## config.mk

```make
export PLATFORM = sky130hd
export DESIGN_NAME = bus_target_regs_flat
export DESIGN_NICKNAME = d
export VERILOG_FILES = /design/src/rtl/bus_target_regs_if.sv /design/src/rtl/bus_target_regs.sv /design/src/flat_wrapper.sv
export SDC_FILE = /design/constraint.sdc
export NUM_CORES = 1
export LEC_CHECK = 0
export CORE_MARGIN = 3
export CORE_UTILIZATION = 53
export CTS_CLUSTER_SIZE = 8
export DETAILED_ROUTE_END_ITERATION = 10
export GPL_TIMING_DRIVEN = 0
export HOLD_SLACK_MARGIN = 0.15
export PLACE_DENSITY = 0.82
export SYNTH_ARGS = -nofsm -noshare
export SYNTH_HDL_FRONTEND = slang
export SYNTH_SLANG_ARGS = --single-unit
export TNS_END_PERCENT = 30
```

## constraint.sdc

```tcl
create_clock -name clk -period 12.77 [get_ports clk]
set_input_delay 1.277 -clock clk [delete_from_list [all_inputs] [get_ports clk]]
set_output_delay 1.277 -clock clk [all_outputs]
set_load 0.05 [all_outputs]
```

## src/rtl/bus_target_regs_if.sv

```systemverilog
// Bus-target handshake bundle: address/data strobes from the master,
// acknowledge, read data and status back from the register target.
interface bus_target_regs_if #(
  parameter int ADDR_W = 8,
  parameter int DATA_W = 16
);
  logic [ADDR_W-1:0] addr;
  logic              as;
  logic              rw;
  logic              ds;
  logic [DATA_W-1:0] wdata;
  logic              da;
  logic [DATA_W-1:0] rdata;
  logic              err;
  logic              busy;
  logic [15:0]       txn_cnt;

  modport master (
    output addr, as, rw, ds, wdata,
    input  da, rdata, err, busy, txn_cnt
  );

  modport slave (
    input  addr, as, rw, ds, wdata,
    output da, rdata, err, busy, txn_cnt
  );
endinterface

```

## src/rtl/bus_target_regs.sv

```systemverilog
// Asynchronous-strobe register target: as/ds handshake with programmable
// wait states, DEPTH data registers, out-of-range flag and transaction count.
module bus_target_regs #(
  parameter int ADDR_W   = 8,
  parameter int DATA_W   = 16,
  parameter int DEPTH    = 16,
  parameter int WAIT_CYC = 2
) (
  input  logic               clk,
  input  logic               rst,
  bus_target_regs_if.slave   bus
);

  localparam int                IDX_W   = (DEPTH > 1) ? $clog2(DEPTH) : 1;
  localparam logic [ADDR_W:0]   DEPTH_L = (ADDR_W + 1)'(DEPTH);
  localparam logic [3:0]        WAIT_M1 = (WAIT_CYC == 0) ? 4'd0 : 4'(WAIT_CYC - 1);
  localparam logic [DATA_W-1:0] ZERO_D  = {DATA_W{1'b0}};

  typedef enum logic [1:0] {
    ST_IDLE   = 2'd0,
    ST_DSWAIT = 2'd1,
    ST_WAIT   = 2'd2,
    ST_ACK    = 2'd3
  } state_t;

  state_t            state_q, state_d;
  logic [3:0]        cnt_q, cnt_d;
  logic [ADDR_W-1:0] addr_q, addr_d;
  logic              rw_q, rw_d;
  logic [DATA_W-1:0] wdata_q, wdata_d;
  logic              da_q, da_d;
  logic              err_q, err_d;
  logic [DATA_W-1:0] rdata_q, rdata_d;
  logic              busy_q, busy_d;
  logic [15:0]       txn_cnt_q, txn_cnt_d;
  logic              armed_q, armed_d;
  logic [DATA_W-1:0] regs_q [DEPTH];
  logic [DATA_W-1:0] regs_d [DEPTH];

  logic              do_access_s;
  logic              in_range_s;
  logic [IDX_W-1:0]  idx_s;
  logic [DATA_W-1:0] wr_data_s;

  assign in_range_s = ({1'b0, addr_q} < DEPTH_L);
  assign idx_s      = addr_q[IDX_W-1:0];

  // Next-state, access and output computation
  always_comb begin
    state_d     = state_q;
    cnt_d       = cnt_q;
    addr_d      = addr_q;
    rw_d        = rw_q;
    wdata_d     = wdata_q;
    da_d        = da_q;
    err_d       = err_q;
    rdata_d     = rdata_q;
    txn_cnt_d   = txn_cnt_q;
    regs_d      = regs_q;
    do_access_s = 1'b0;
    wr_data_s   = wdata_q;

    // A new transaction needs as to have been seen low since the last one
    if (!bus.as) begin
      armed_d = 1'b1;
    end else begin
      armed_d = armed_q;
    end

    case (state_q)
      ST_IDLE: begin
        if (bus.as && armed_q) begin
          addr_d  = bus.addr;
          rw_d    = bus.rw;
          armed_d = 1'b0;
          state_d = ST_DSWAIT;
        end else begin
          state_d = ST_IDLE;
        end
      end
      ST_DSWAIT: begin
        if (!bus.as) begin
          state_d = ST_IDLE;
        end else if (bus.ds) begin
          wdata_d   = bus.wdata;
          wr_data_s = bus.wdata;
          if (WAIT_CYC == 0) begin
            state_d     = ST_ACK;
            do_access_s = 1'b1;
          end else begin
            state_d = ST_WAIT;
            cnt_d   = WAIT_M1;
          end
        end else begin
          state_d = ST_DSWAIT;
        end
      end
      ST_WAIT: begin
        if (!bus.as || !bus.ds) begin
          state_d = ST_IDLE;
          cnt_d   = 4'd0;
        end else if (cnt_q == 4'd0) begin
          state_d     = ST_ACK;
          do_access_s = 1'b1;
        end else begin
          cnt_d = cnt_q - 4'd1;
        end
      end
      ST_ACK: begin
        if (!bus.as && !bus.ds) begin
          state_d = ST_IDLE;
          da_d    = 1'b0;
          err_d   = 1'b0;
          rdata_d = ZERO_D;
        end else begin
          state_d = ST_ACK;
        end
      end
      default: begin
        state_d = ST_IDLE;
      end
    endcase

    if (do_access_s) begin
      da_d      = 1'b1;
      txn_cnt_d = txn_cnt_q + 16'd1;
      if (!in_range_s) begin
        err_d   = 1'b1;
        rdata_d = ZERO_D;
      end else if (rw_q) begin
        err_d   = 1'b0;
        rdata_d = regs_q[idx_s];
      end else begin
        err_d         = 1'b0;
        rdata_d       = ZERO_D;
        regs_d[idx_s] = wr_data_s;
      end
    end else begin
      txn_cnt_d = txn_cnt_d;
    end

    busy_d = (state_d != ST_IDLE);
  end

  // State and register-file update
  always_ff @(posedge clk or posedge rst) begin
    if (rst) begin
      state_q   <= ST_IDLE;
      cnt_q     <= 4'd0;
      addr_q    <= {ADDR_W{1'b0}};
      rw_q      <= 1'b0;
      wdata_q   <= ZERO_D;
      da_q      <= 1'b0;
      err_q     <= 1'b0;
      rdata_q   <= ZERO_D;
      busy_q    <= 1'b0;
      txn_cnt_q <= 16'd0;
      armed_q   <= 1'b0;
      for (int i = 0; i < DEPTH; i++) begin
        regs_q[i] <= ZERO_D;
      end
    end else begin
      state_q   <= state_d;
      cnt_q     <= cnt_d;
      addr_q    <= addr_d;
      rw_q      <= rw_d;
      wdata_q   <= wdata_d;
      da_q      <= da_d;
      err_q     <= err_d;
      rdata_q   <= rdata_d;
      busy_q    <= busy_d;
      txn_cnt_q <= txn_cnt_d;
      armed_q   <= armed_d;
      regs_q    <= regs_d;
    end
  end

  assign bus.da      = da_q;
  assign bus.err     = err_q;
  assign bus.rdata   = rdata_q;
  assign bus.busy    = busy_q;
  assign bus.txn_cnt = txn_cnt_q;

endmodule
```

## src/flat_wrapper.sv

```systemverilog
// flat-port wrapper written by rule: the top's interface ports become plain ports
module bus_target_regs_flat 
#(
  parameter int ADDR_W   = 8,
  parameter int DATA_W   = 16,
  parameter int DEPTH    = 16,
  parameter int WAIT_CYC = 2
)
  (clk, rst, bus_addr, bus_as, bus_rw, bus_ds, bus_wdata, bus_da, bus_rdata, bus_err, bus_busy, bus_txn_cnt);
  bus_target_regs_if #(.ADDR_W(ADDR_W), .DATA_W(DATA_W)) bus_i ();
  input  logic clk;
  input  logic rst;
  input wire logic [$bits(bus_i.addr)-1:0] bus_addr;
  input wire logic [$bits(bus_i.as)-1:0] bus_as;
  input wire logic [$bits(bus_i.rw)-1:0] bus_rw;
  input wire logic [$bits(bus_i.ds)-1:0] bus_ds;
  input wire logic [$bits(bus_i.wdata)-1:0] bus_wdata;
  output wire logic [$bits(bus_i.da)-1:0] bus_da;
  output wire logic [$bits(bus_i.rdata)-1:0] bus_rdata;
  output wire logic [$bits(bus_i.err)-1:0] bus_err;
  output wire logic [$bits(bus_i.busy)-1:0] bus_busy;
  output wire logic [$bits(bus_i.txn_cnt)-1:0] bus_txn_cnt;
  assign bus_i.addr = bus_addr;
  assign bus_i.as = bus_as;
  assign bus_i.rw = bus_rw;
  assign bus_i.ds = bus_ds;
  assign bus_i.wdata = bus_wdata;
  assign bus_da = bus_i.da;
  assign bus_rdata = bus_i.rdata;
  assign bus_err = bus_i.err;
  assign bus_busy = bus_i.busy;
  assign bus_txn_cnt = bus_i.txn_cnt;
  bus_target_regs #(.ADDR_W(ADDR_W), .DATA_W(DATA_W), .DEPTH(DEPTH), .WAIT_CYC(WAIT_CYC)) u_core (.clk(clk), .rst(rst), .bus(bus_i));
endmodule
```

; Word level (Yosys, flattened, before mapping)
; Index checks and enable logic that the tools add are counted.
[word_totals]
out_inout_bits = 35
word_cells = 93
input_bits = 29
ff_bits = 323
[classes]
n_eq_ne = 6
reduce_logical = 16
add_sub_neg = 2
n_lt_le_gt_ge = 3
mux = 37
n_bitwise = 2
[op_table]
columns = op, n
row1 = 256-bit bitwise mux, 1
row2 = 16-bit 2-to-1 mux, 11
row3 = 16-bit binary-select mux with 4-bit select, 1
row4 = 16-bit demux with 4-bit select, 1
row5 = "16-bit by 1-bit adder with 16-bit output, second input constant", 1
row6 = 4-bit 2-to-1 mux, 4
row7 = 1-bit 2-to-1 mux, 12
row8 = 2-bit 2-to-1 mux, 5
row9 = "8-bit by 5-bit less-than comparator with 1-bit output, second input constant", 1
row10 = 2-bit one-hot mux with 4 select lines, 1
row11 = 4-bit one-hot mux with 2 select lines, 1
row12 = 2-bit nonzero test, 4
row13 = "5-bit >= comparator, second input constant", 1
row14 = "5-bit by 1-bit less-than comparator with 1-bit output, second input constant", 1
row15 = 4-bit inverter with 5-bit output, 1
row16 = "2-bit equality test, second input constant", 2
row17 = 4-bit zero test, 1
row18 = "2-bit != test, second input constant", 2
row19 = 2-bit AND reduction, 2
row20 = 4-bit AND reduction, 1
row21 = "4-bit by 1-bit subtractor with 4-bit output, second input constant", 1
row22 = 1-bit logical AND, 3
row23 = "3-bit by 2-bit != test with 1-bit output, second input constant", 1
row24 = 3-bit AND reduction, 1
row25 = 5 further kinds, 6

; Logic depth before layout (Yosys ltp)
; Gate-level depths: netlist (run 1).
[depth]
word_depth = 7
ltp_mapped = 9
depth_no_buf = 6

; Least setup slack after synthesis (run 1)
; No wires, ideal clock.
[synth_path]
path_type = input port to flip-flop
from = input bus_as
to = register u_core.regs_q[178] (netlist name)
arrival_time_ps = 2925
cell_stages = 8
setup_ps = 135
path_slack_ps = 9710
required_ps = 12635
path_buffers = 4
cell_sequence = clkbuf_1 -> nand4b_1 -> buf_2 -> or4_1 -> buf_2 -> buf_1 -> o21ai_0 -> o21ai_0
[synth_via]
elab_chain_cells = 5
word_cells_on_any_way = 8
classes_between = mux: 5 / reduce/logical: 3
[synth_rtl]
columns = element, line
row1 = from (decl), flat_wrapper.sv:14  ; input wire logic [$bits(bus_i.as)-1:0] bus_as;
row2 = 1-bit zero test, --
row3 = 1-bit logical OR, bus_target_regs.sv:99  ; if (!bus.as || !bus.ds) begin
row4 = 1-bit 2-to-1 mux, bus_target_regs.sv:99
row5 = 1-bit 2-to-1 mux, bus_target_regs.sv:70  ; case (state_q)
row6 = 3-bit AND reduction (no source line), --
row7 = to (signal assigned), bus_target_regs.sv:174  ; regs_q <= regs_d;
row8 = to (decl), bus_target_regs.sv:37  ; logic [DATA_W-1:0] regs_q [DEPTH];
; Several ways; a longest one is shown, not always the timed one.
; A chain may end at the register's enable or synchronous reset.

; Worst setup path in the final report (run 1)
[layout_path]
from = input bus_as
to = register u_core.regs_q[149] (netlist name)
; Same word-level chain as after synthesis.

==> metrics.txt, run 1 <==
Net Sw Frac=36.3%; Worst EP arrival=4730 ps; cts bufs inserted=46; RSZ-0062 raised after global routing=false; DR pass1 iterations=6; Async S/R FF share, synth=100%; Worst EP required=13,160 ps; CP max FO=10; synthesized cell area=14,300 um2; Final Max Slew Viols=0; I/O pin total=64; DR vias=roughly 12,000; post-synth net total=around 1,300; Comb pwr share=~28%; Post-Route WL=44,200 um; Final nets=1,405; Die Span X=around 170 um; post-layout minimum cycle time=4350 ps; number of flops mapped to enable cells by yosys=0; Post-synth top flop=dfrtp_1; CTS tree=built; Syn Inst Count=1,261; slowest stage delay, CP=910 ps; WL/cell=25.9 um; CTS resizes=0; leak pwr=7.26 nW; setup violators final=0; P_int=a little under 0.002 W; post-synthesis cell type count=52; status=finished, final reports clean; Clk Latency, worst-skew pair=560 ps; number of clock sinks=323; largest net degree at the start of global routing=135; pwr/cell area=182 nW/um2; crit-path most repeated cell=clkbuf_1; setup slack, reg-to-reg=9140 ps; post-layout util=63.3%; CTS Buffer Depth=3; die height=170 um; hold depth=1; worst hold start=u_core.bus.txn_cnt[15]$_DFFE_PP0P_; Worst Hold End=u_core.bus.txn_cnt[15]$_DFFE_PP0P_; syn_area_per_cell=11.4 um2; Area growth syn-to-layout=16.2%; H-tree levels=2; hold buffer count at cts=0; gr ovfl total=0; Layout Skew=between 20 and 25 ps; layout cells sized above 1=12.4%; initial antenna violation count=0; clk slew on worst S/H paths=around 50 ps; DP HPWL=29,600 um; DRT iter0 DRCs=1,559; Synth Warn #=0; critical path's slowest cell=mux2i_1; Seq pwr share=a little over a third; CP Cell Sequence=clkdlybuf4s50_1 > clkbuf_1 > and3b_1 > nand2_2 > buf_2 > mux2i_1 > clkbuf_1 > o21ai_0; GR Util All Layers=31.0%; Placer Congestion=0.935; fin cells=around 1,700; post-CTS setup buffers=0; Initial Utilization=54.5%; Worst-Margin Slew=1080 ps; core area=about 26,000 um2; commonest non-fill, non-tap cell in the layout=o21ai_0; placed insts=1,660; number of diodes=0; reg2reg end=u_core.regs_q[149]$_DFFE_PP0P_; Placement Rows=59; Residual DRC=0; Hold Vio Cnt, Final=0; die area=29,000 um2; Setup CP Type=in -> reg; Final period util=34.1%; post-synthesis sequential area ratio=56.4%; maximum VDD drop=0.116 mV; Clk pwr share=35.3%; global-route wire length before repair=between 60,000 and 70,000 um; vias in the first global route=around 12,000; commonest cells after routing, fill and taps aside=o21ai_0 (506), dfrtp_1 (323), clkbuf_1 (94); FF-to-FF Start=u_core.state_q[1]$_DFF_PP0_; worst hold path type=reg -> reg; max cap viols=0; register bit total from synthesis=323; critical path launch point type=input pin; Worst Reg-to-Reg Cells=7; Fmax=230 MHz; routed vias/inst=6.96; Final ANT Viol Nets=0; normalized max-slew margin=25.9%; Port Buffers=62; CP Capture Type=flip-flop; Psw=between 0.001 and 0.0015 W; clk root buf=clkbuf_16
## sequential cells by signal (all words and copies together), names as in the netlist
| signal | count |
|---|---|
| u_core.bus.da | 1 |
| u_core.bus.err | 1 |
| u_core.addr_q | 8 |
| u_core.armed_q | 1 |
| u_core.bus.rdata | 16 |
| u_core.wdata_q | 16 |
| u_core.regs_q | 256 |
| u_core.bus.txn_cnt | 16 |
| u_core.cnt_q | 4 |
| u_core.state_q | 2 |
| u_core.bus.busy | 1 |
| u_core.rw_q | 1 |
## critical path: cells and delay by family
kind                   cells  cell delay, ps
muxes                      1             910
AOI/OAI and AO/OA          1             210
and+or+nand+nor            2             620
buffers and inverters      4            1720
## cell type report
class / count / area (um2)
multi-input combinational: 798 / 5680
sequential: 323 / 8080
fill: 1997 / 9640
clock inverter: 4 / 66.3
tap: 335 / 419
buffer: 121 / 495
clock buffer: 46 / 1150
timing repair buffer: 64 / 676
inverter: 19 / 78.8
## power by group through the flow
| stage | sequential, W | combinational [W] | clock, W |
|---|---|---|---|
| floorplan | 0.00113 | 0.000486 | 0 |
| global placement | 0.00112 | 0.000793 | 0 |
| detailed placement | 0.00112 | 0.000810 | 0 |
| CTS | 0.00111 | 0.000817 | 0.00107 |
| global route | 0.00111 | 0.000881 | 0.00112 |
| finish | 0.00111 | 0.000850 | 0.00107 |
## per-stage QoR
stage | total power, W | instance area [um2] | hold slack, ps | TNS, ps | setup slack [ps]
final | 0.00303 | 16600 | 466 | 0 | 8420
after floorplan | 0.00162 | 14300 | 469 | 0 | 2550
after global placement | 0.00191 | 15400 | 462 | -295680 | -944
after detailed placement | 0.00193 | 15400 | 465 | 0 | 8060
after global routing | 0.00311 | 16600 | 500 | 0 | 8390
after CTS | 0.00300 | 16600 | 473 | 0 | 8560
## routing by layer
layer | routed length (um) | vias up | track usage (%)
li1 | - | 4837 | -
met1 | 15900 | 5891 | 40.9
met2 | 20000 | 991 | 47.5
met3 | 5750 | 189 | 8.34
met4 | 2570 | 0 | 16.2
met5 | 0 | - | 0
## worst max path at each step
stage | from | end | slack, ps | cells past startpoint
after floorplan | rst | u_core.addr_q[0]$_DFFE_PP0P_ | 2550 | 1
after global placement | rst | u_core.regs_q[50]$_DFFE_PP0P_ | -940 | 2
after detailed placement | bus_as | u_core.regs_q[99]$_DFFE_PP0P_ | 8060 | 8
after CTS | bus_as | u_core.regs_q[161]$_DFFE_PP0P_ | 8560 | 8
after global routing | bus_as | u_core.regs_q[117]$_DFFE_PP0P_ | 8390 | 8
final | bus_as | u_core.regs_q[149]$_DFFE_PP0P_ | 8420 | 8
## cell usage after synthesis, types with 13 or more instances
master	number	area share, %
mux2i_1	32	2.2
buf_2	15	0.52
mux4_2	64	10
inv_1	19	0.50
nand3_1	13	0.45
a22oi_1	16	0.84
mux2_2	26	2.0
dfrtp_1	323	56
nand2_1	27	0.71
o21ai_1	26	0.91
clkbuf_1	94	2.5
o21ai_0	506	18
## kinds of logic after synthesis
logic type	count (synthesis)	synth area share (%)
AOI/OAI and AO/OA	557	19.9
xor gates and xnor gates	15	0.917
adders and majority gates	4	0.332
buffers and inverters	140	3.96
DFF	323	56.4
muxes	122	14.3
and+or+nand+nor	100	4.10
(Power assumes the default switching activity.)
==> run 2: changes to the inputs <==
--- a/config.mk
+++ b/config.mk
@@ -11,7 +11,7 @@
 export DETAILED_ROUTE_END_ITERATION = 10
 export GPL_TIMING_DRIVEN = 0
 export HOLD_SLACK_MARGIN = 0.15
-export PLACE_DENSITY = 0.82
+export PLACE_DENSITY = 0.85
 export SYNTH_ARGS = -nofsm -noshare
 export SYNTH_HDL_FRONTEND = slang
 export SYNTH_SLANG_ARGS = --single-unit
==> constraint.sdc (replaced) <==
create_clock -name clk -period 3.6 [get_ports clk]
set_input_delay 0.36 -clock clk [delete_from_list [all_inputs] [get_ports clk]]
set_output_delay 0.36 -clock clk [all_outputs]
set_load 0.05 [all_outputs]
==> metrics.txt, run 2 (synthesis gave the netlist of run 1 again) <==
status=finished, final reports clean; layout cells sized above 1=13.4% (+1.0 points); leak pwr=7.29 nW (+0.47%); largest net degree at the start of global routing=44 (-67%); Worst Reg-to-Reg Cells=7 (unchanged); number of clock sinks=323 (unchanged); routed vias/inst=7.09 (+1.8%); commonest cells after routing, fill and taps aside=o21ai_0 (506), dfrtp_1 (323), clkbuf_1 (93); worst hold path type=in -> async; met3 GRT Util=11.3% (+2.9 points); CTS tree=built; fin cells=1,718 (+0.47%); area of the multi-input gates=5700 um2 (+0.37%); GR Layer Usage met1=41.2% (+0.33 points); Final period util=a little over nine tenths; setup violators final=0 (unchanged); Worst EP arrival=3930 ps (-800 ps); Min Hold Slack=255 ps (-211 ps); critical path launch point type=flip-flop; normalized max-slew margin=24.7% (-1.2 points); Initial Utilization=54.5% (unchanged); Final ANT Viol Nets=0 (unchanged); H-tree levels=2 (unchanged); DR vias=12,200 (+2.3%); fillers=1,883 (-5.7%); Die Span X=170 um (unchanged); max cap viols=0 (unchanged); FF-to-FF Start=u_core.state_q[1]$_DFF_PP0_; CTS Buffer Depth=3 (unchanged); maximum VDD drop=0.473 mV (+310%); clk root buf=clkbuf_16; core area=26,300 um2 (unchanged); I/O pin total=64 (unchanged); clk slew on worst S/H paths=50 ps (about the same); Largest Register=u_core.regs_q; Placement Rows=59 (unchanged); Placer Congestion=0.943 (+0.94%); GR Util All Layers=32.1% (+1.1 points); Final Max Slew Viols=0 (unchanged); pwr/cell area=647 nW/um2 (+260%); most crowded layer after global routing=met2; commonest non-fill, non-tap cell in the layout=o21ai_0; post-layout util=64.0% (+0.62 points); initial antenna violation count=2 (+2); FF+latch area=8080 um2 (unchanged); die height=170 um (unchanged); Final nets=1,413 (+0.57%); Post-Route WL=45,800 um (+3.6%); post-CTS setup buffers=0 (unchanged); DRT iter0 DRCs=2,054 (+32%); vias in the first global route=12,400 (+2.7%); Worst-Margin Slew=1100 ps (+17.6 ps); Fmax=282 MHz; CP Capture Type=flip-flop; Hold Vio Cnt, Final=0 (unchanged); max reg flops=256 (unchanged); DR pass1 iterations=8 (+2); Area growth syn-to-layout=17.4%; die area=29,000 um2 (unchanged); Setup CP Type=reg -> reg; Port Buffers=62 (unchanged); WL/cell=26.7 um (+3.1%); RSZ-0062 raised after global routing=true; Clk Latency, worst-skew pair=560 ps (about the same); CP max FO=10 (unchanged); global-route wire length before repair=71,300 um (+3.8%); setup slack, reg-to-reg=60 ps (-9080 ps); Residual DRC=0 (unchanged); placed insts=1,667 (+0.42%); Worst EP required=3990 ps (-9170 ps); post-layout minimum cycle time=3540 ps; met2 usage=49.1% (+1.5 points); DP HPWL=30,700 um (+3.9%); cts bufs inserted=46 (unchanged); Layout Skew=22.3 ps (+0.0175 ps); gr ovfl total=0 (unchanged); number of diodes=0 (unchanged); reg2reg end=u_core.regs_q[119]$_DFFE_PP0P_
-- run 2: worst max-delay path, stage by stage (launching register included) --
cell,delay [ps]
dfrtp_1,330
clkbuf_1,350
and3b_1,260
nand2_2,360
buf_2,490
mux2i_2,700
clkbuf_1,660
o21ai_0,230
-- run 2: how the worst max path moves through the flow --
stage | slack, ps | endpoint | start | depth (start not counted)
2_1_floorplan | -1070 | u_core.addr_q[0]$_DFFE_PP0P_ | rst | 1
3_3_place_gp | -3100 | u_core.regs_q[21]$_DFFE_PP0P_ | rst | 2
3_5_place_dp | -380 | u_core.regs_q[117]$_DFFE_PP0P_ | bus_as | 8
4_1_cts | 20 | u_core.regs_q[118]$_DFFE_PP0P_ | u_core.state_q[1]$_DFF_PP0_ | 7
5_1_grt | -70 | u_core.regs_q[103]$_DFFE_PP0P_ | u_core.state_q[1]$_DFF_PP0_ | 7
6_report | 60 | u_core.regs_q[119]$_DFFE_PP0P_ | u_core.state_q[1]$_DFF_PP0_ | 7
-- run 2: report_power, final --
group	switching (W)	total [W]	internal, W
combinational	0.00232	0.00311	0.000793
sequential	0.000118	0.00394	0.00382
clock	0.00151	0.00383	0.00232
total	0.00394	0.0109	0.00694
-- run 2: per-layer routing --
metal	routed length, um	part of all wire, %	vias to the layer above
li1	-	-	4851
met1	16000	35	5985
met2	20700	45	1086
met3	6360	14	257
met4	2760	6.0	4
met5	33	0.072	-
-- run 2: through the flow --
stage                      TNS, ps  cell area [um2]  worst slack [ps]  power (W)
final                            0            16800              57.5     0.0109
after detailed placement    -12560            15600              -382    0.00690
after global routing          -252            16800             -66.8     0.0112
after floorplan            -345210            14300             -1070    0.00574
after global placement    -1001940            15400             -3100    0.00680
after CTS                        0            16800              22.1     0.0107
-- run 2: cell type report --
cell class	instances	area share [%]
buffer	121	2.96
clock buffer	47	6.87
clock inverter	3	0.395
inverter	19	0.447
multi-input combinational	798	33.9
sequential	323	48.1
tap	335	2.49
timing repair buffer	72	4.85
-- run 2: repair_timing --
action                                  in CTS  in global routing
resized for setup                            2                  9
hold buffers                                 0                  0
cloned                                       0                  0
pin swaps                                    0                  0
endpoints found under the setup margin       6                 46
